### src/rtl/uart_tx_frame.sv
// UART transmit framer: start bit, 8 data bits LSB first, optional parity, 1 or 2 stop bits.
// tx, busy and done are all registered; frame settings are captured when a send is accepted.
module uart_tx_frame #(
  parameter int CLKS_PER_BIT = 5208
) (
  input  logic       clk,
  input  logic       reset,
  input  logic       send,
  input  logic [7:0] data_in,
  input  logic [1:0] parity_type,
  input  logic       parity_bit,
  input  logic       stop2,
  output logic       tx,
  output logic       busy,
  output logic       done
);

  localparam int CNT_W = (CLKS_PER_BIT > 1) ? $clog2(CLKS_PER_BIT) : 1;
  localparam logic [CNT_W-1:0] CNT_LAST = CNT_W'(CLKS_PER_BIT - 1);

  typedef enum logic [2:0] {IDLE, START, DATA, PARITY, STOP} state_t;

  state_t           state;
  logic [CNT_W-1:0] cnt;
  logic [2:0]       bit_idx;
  logic [7:0]       data_q;
  logic             par_q;
  logic             par_en_q;
  logic             stop2_q;
  logic             bit_end;

  assign bit_end = (cnt == CNT_LAST);

  always_ff @(posedge clk or posedge reset) begin
    if (reset) begin
      state    <= IDLE;
      cnt      <= '0;
      bit_idx  <= '0;
      data_q   <= '0;
      par_q    <= 1'b0;
      par_en_q <= 1'b0;
      stop2_q  <= 1'b0;
      tx       <= 1'b1;
      busy     <= 1'b0;
      done     <= 1'b0;
    end else begin
      done <= 1'b0;
      case (state)
        IDLE: begin
          tx   <= 1'b1;
          busy <= 1'b0;
          if (send) begin
            data_q   <= data_in;
            par_q    <= parity_bit;
            stop2_q  <= stop2;
            par_en_q <= (parity_type == 2'b01) || (parity_type == 2'b10);
            state    <= START;
            cnt      <= '0;
            bit_idx  <= '0;
            tx       <= 1'b0;
            busy     <= 1'b1;
          end
        end
        default: begin
          if (!bit_end) begin
            cnt <= cnt + 1'b1;
          end else begin
            cnt <= '0;
            case (state)
              START: begin
                state   <= DATA;
                bit_idx <= '0;
                tx      <= data_q[0];
              end
              DATA: begin
                if (bit_idx == 3'd7) begin
                  bit_idx <= '0;
                  if (par_en_q) begin
                    state <= PARITY;
                    tx    <= par_q;
                  end else begin
                    state <= STOP;
                    tx    <= 1'b1;
                  end
                end else begin
                  bit_idx <= bit_idx + 3'd1;
                  tx      <= data_q[bit_idx + 3'd1];
                end
              end
              PARITY: begin
                state   <= STOP;
                bit_idx <= '0;
                tx      <= 1'b1;
              end
              STOP: begin
                // bit_idx counts stop periods; a second one is needed only with stop2
                if (stop2_q && (bit_idx == 3'd0)) begin
                  bit_idx <= 3'd1;
                  tx      <= 1'b1;
                end else begin
                  state   <= IDLE;
                  bit_idx <= '0;
                  tx      <= 1'b1;
                  busy    <= 1'b0;
                  done    <= 1'b1;
                end
              end
              default: begin
                state <= IDLE;
                tx    <= 1'b1;
                busy  <= 1'b0;
              end
            endcase
          end
        end
      endcase
    end
  end

endmodule

### config.mk
export PLATFORM = sky130hd
export DESIGN_NAME = uart_tx_frame
export DESIGN_NICKNAME = d
export VERILOG_FILES = /design/src/rtl/uart_tx_frame.sv
export SDC_FILE = /design/constraint.sdc
export NUM_CORES = 1
export LEC_CHECK = 0
export BUFFER_PORTS_ARGS = -buffer_cell sky130_fd_sc_hd__buf_2
export CELL_PAD_IN_SITES_DETAIL_PLACEMENT = 0
export CELL_PAD_IN_SITES_GLOBAL_PLACEMENT = 1
export CORE_AREA = 2 2 69 78
export DETAILED_ROUTE_END_ITERATION = 8
export DIE_AREA = 0 0 71 80
export GPL_ROUTABILITY_DRIVEN = 1
export PLACE_DENSITY = 0.7
export SLEW_MARGIN = 0
export SYNTH_ARGS = -nofsm -noshare
export SYNTH_HDL_FRONTEND = slang
export SYNTH_SLANG_ARGS = --single-unit
### constraint.sdc
create_clock -name clk -period 2.36 [get_ports clk]
set_input_delay 0 -clock clk [delete_from_list [all_inputs] [get_ports clk]]
set_output_delay 0 -clock clk [all_outputs]
set_load 0.01 [all_outputs]
Word-level counts from Yosys, hierarchy flattened
Cells that the tools add are included.
Word-level totals
  register bits after elaboration: 33
  word-level logic and storage cells: 70
  bits of input ports: 15
Operators by class
  eq/ne operators: 12
  reduce and logical (&&, ||, !) cells: 12
  mux-type cells: 33
  $add $sub $neg: 2
  $lt $le $gt $ge: 1
Operator list (count)
  $mux 13: 3
  $mux 3: 10
  $mux 1: 15
  $add 13x1->13 const B: 1
  $eq 13x13->1 const B: 1
  $pmux 3 s4: 1
  $pmux 3 s3: 1
  $eq 3x2->1 const B: 2
  $eq 3x3->1 const B: 2
  $logic_not 3->1: 2
  $reduce_and 3->1: 2
  $lt 3x4->1 const B: 1
  $pmux 1 s2: 2
  $reduce_and 4->1: 1
  $reduce_bool 4->1: 1
  $add 3x1->3 const B: 1
  $bmux 1 s3: 1
  $eq 3x1->1 const B: 1
  $ne 3x2->1 const B: 1
  $ne 3x3->1 const B: 1
  $reduce_or 3->1: 1
  $eq 2x1->1 const B: 1
  $eq 2x2->1 const B: 1
  $ne 2x1->1 const B: 1
  other kinds (6): 6

Depth between registers and ports, before layout
  depth in word-level cells: 7
  mapped depth: 6

Least setup slack after synthesis
No wires, ideal clock.
  path kind: reg-to-reg
  from: reg cnt[7]
  to: reg bit_idx[0]
  setup slack: 0.450 ns
  arrival: 1.792 ns
  stages on the path, launching flop included: 5
  clock period less this slack: 1.910 ns
  cell sequence: dfrtp_1 or4_4 or4_4 nand2_2 o2bb2a_4
On the way
  cells in the longest elaborated chain, start to end: 3
RTL lines
  start: declaration: RTL line 24  | logic [CNT_W-1:0] cnt;
  start signal: assignment: RTL line 66  | cnt <= cnt + 1'b1;
  $eq 13x13->1: RTL line 32  | assign bit_end = (cnt == CNT_LAST);
  $reduce_bool 2->1 (no source line)
  $reduce_and 3->1 (no source line)
  end signal: assignment: RTL line 86  | bit_idx <= bit_idx + 3'd1;
  end: declaration: RTL line 25  | logic [2:0] bit_idx;
Every way passes these cells.
A chain may end at the register's enable or synchronous reset.

Worst setup path after layout
  from: reg cnt[7]
  to: reg bit_idx[1]
The elaborated chain is that of the path after synthesis.

==> impl_metrics.yaml <==
timing:
  fin_ws_ns: 0.375
  max_freq_mhz: 504
  slew_headroom_pct: 55.9
  unrepaired_setup_endpoints_after_global_routing: "false"
  min_period_over_period_pct: 84.1
  worst_pin_slew_ns: 0.656
  fin_crit_ns: 1.98
  setup-violations-final: 0
  report.final.hold_viol_count: 0
  fin_setup_tns_ns: 0
  maxSlewViolCount: 0
  timing.clock.skew_ns: 0.00964
placement:
  pre_cts_slack_ns: 0.374
  place_hpwl_um: 2990
  global_placer_s_final_weighted_congestion: 0.890
  dp_cells: 251
  placement.io_buffers: 17
pwr:
  switch_share_pct: 21.0
  p_int_mw: 0.820
  power_density_mw_per_mm2: 479
  max-vdd-ir-drop_uv: 360
  power.share.combinational_pct: 3.9
  power_leakage_nw: 0.947
  total_switching_power_mw: 0.218
  pwr-share-clk_pct: 41.6
  power.share.sequential_pct: 54.5
logic_synthesis:
  synthesis.area_per_instance_um2: 10.1
  yosys_warnings: 0
  number_of_enable_type_register_cells_in_the_synthesized_netlist: 0
  netlist_instances: 178
  dominantRegCellSynth: "dfrtp_1"
  synth_top_cells_by_count: "dfrtp_1 (32), nand2_1 (17), o21ai_0 (13)"
  distinct_cells_synth: 47
  synthesis.nets: 197
  synth.largest_area_cell: "dfrtp_1"
  syn_area_mm2: 0.00180
  synth_top_area_share_pct: 44.4
  synth_area_leaders: "dfrtp_1 (44%), mux2_2 (6.2%), o21ai_0 (3.6%)"
  synth_sequential_area_ratio_pct: 45.8
  postSynthRegisterBits: 33
  synth_async_sr_flop_share_pct: 100
  synth_most_common_cell: "dfrtp_1"
min_path:
  min-delay-path-class: "in2reg"
clock_tree:
  clkTransAtPathRegs_ns: 0.07
  clk_latency_ns: 0.28
  post-cts-setup-buffer-count: 0
  htreeDepth: 2
  tritoncts: "done"
  cts_inserted_buffers: 5
  cts_root_buf: "clkbuf_8"
  cts_num_sinks: 33
  cts.path.max_buffers: 2
route:
  routed_wire_length_per_instance_um: 16.1
  final_antenna_net_count: 0
  detailedRoute.firstPassIterationCount: 4
  detailroute.via_count: 1516
  detail_route.iter0.violations: 45
  wirelength_um: 4320
  detail_route.drc_violations: 0
  avgViaCountPerCell: 5.64
final_layout:
  post_layout_nonfiller_instances: 269
  drive_gt1_share_pct: 22.7
  synthToLayoutAreaGrowth_pct: 20.0
  num_antenna_cells: 0
  design.final.nets: 230
floorplan:
  die_y_um: 80
  std_cell_rows: 27
  die_area_mm2: 0.00568
  fp.coreArea_mm2: 0.00490
  initial_core_util_pct: 36.8
  die-width_um: 71
  top_level_ports: 18
setup_path:
  type_of_the_worst_setup_path: "reg2reg"
  cp_data_required_time_ns: 2.52
  critPathLaunchType: "flop"
  critical_path_peak_fanout: 6
  crit_arrival_ns: 2.14
  timing.critical_path.to_type: "flop"
global_routing:
  grt_max_degree: 34
  grt.total_usage_pct: 16.5
  first_global_vias: 1521
  grt_pass1_wl_um: 7290
  antenna_found_initial: 0
  grt-ovfl-total: 0
job:
  cap_violations: 0
outcome:
  status: "finished clean"
power groups by stage:
stage | combinational, mW | clock (mW) | sequential (mW)
floorplan | 0.0102 | 0 | 0.576
global placement | 0.0265 | 0 | 0.576
detailed placement | 0.0271 | 0 | 0.576
CTS | 0.0406 | 0.446 | 0.565
global route | 0.0456 | 0.472 | 0.565
finish | 0.0401 | 0.432 | 0.566
repair_timing:
action | CTS | global route
hold buffers | 11 | 0
setup endpoints to repair | 0 | 0
gates resized for setup | 0 | 0
endpoints found under the hold margin | 42 | 0
sequential cells by signal, indices dropped and copies added, names as in the netlist:
| signal | flops |
|---|---|
| cnt | 13 |
| data_q | 8 |
| bit_idx | 3 |
| state | 3 |
| busy | 1 |
| done | 1 |
| par_en_q | 1 |
| par_q | 1 |
| stop2_q | 1 |
| tx | 1 |
routing by layer:
layer / global-route usage, % / vias up / share of wire, %
met5: 0 / - / 0
met4: 6.98 / 0 / 2.5
met2: 28.5 / 39 / 51
li1: - / 720 / -
met1: 20.1 / 744 / 43
met3: 3.03 / 13 / 3.1
final cells by class:
cell class | instances | area (um2)
Clock buffer | 7 | 86.3
Fill cell | 451 | 2730
Inverter | 8 | 30.0
Multi-Input combinational cell | 130 | 917
Sequential cell | 33 | 827
Tap cell | 58 | 72.6
Timing Repair Buffer | 33 | 233
kinds of logic after synthesis:
group | after synthesis | synth area share, %
AO/OA/AOI/OAI | 38 | 15.0
XOR/XNOR | 5 | 2.43
adder cells (fa/ha/maj) | 4 | 2.77
buffers and inverters | 15 | 3.33
flip-flops | 33 | 45.8
multiplexers | 15 | 9.71
AND/OR/NAND/NOR | 68 | 20.9
placed cells by master, fill, tap and decap left out, types with 2 or more instances in the layout:
master / count
nor4_1: 4
inv_1: 8
or4_4: 2
buf_2: 17
a31oi_1: 3
nor3_1: 5
o21a_1: 2
o22ai_1: 2
o211ai_1: 3
clkbuf_8: 6
ha_1: 4
nor2b_1: 4
buf_4: 5
dlygate4sd3_1: 11
nand3_1: 6
nand4b_1: 3
a21oi_1: 4
nand4_1: 3
dfrtp_1: 32
o21ai_0: 13
mux2_2: 10
nor2_1: 10
nand2_1: 17
o31ai_1: 2
o31a_1: 2
or4_1: 2
xnor2_1: 4
mux2i_1: 4
or3_1: 2
final timing paths:
path	from	to	slack (ns)	cells after the start
max	cnt[7]	bit_idx[1]	0.38	4
min	parity_type[0]	par_en_q	0.02	3
max reg2reg	cnt[7]	bit_idx[1]	0.38	4
min reg2reg	data_q[6]	data_q[6]	0.51	1
max in group asynchronous	reset	tx	1.68	4
min in group asynchronous	reset	cnt[11]	0.35	4
stage by stage:
step	util, %	power (mW)	area [um2]	hold WS [ns]
2_1_floorplan	-	0.586	1800	0.128
6_report	44.2	1.04	2170	0.0230
4_1_cts	44.2	1.05	2170	0.0209
5_1_grt	44.2	1.08	2170	0.0584
3_3_place_gp	40.2	0.603	1970	0.113
3_5_place_dp	40.2	0.603	1970	0.113
worst max-delay path, cell delays in order, from the launching register on:
cell and delay, ns:
dfrtp_1 0.43, or4_4 0.57, or4_4 0.56, a21oi_4 0.20, o21ai_0 0.11
Power figures use the tool's default switching activity.
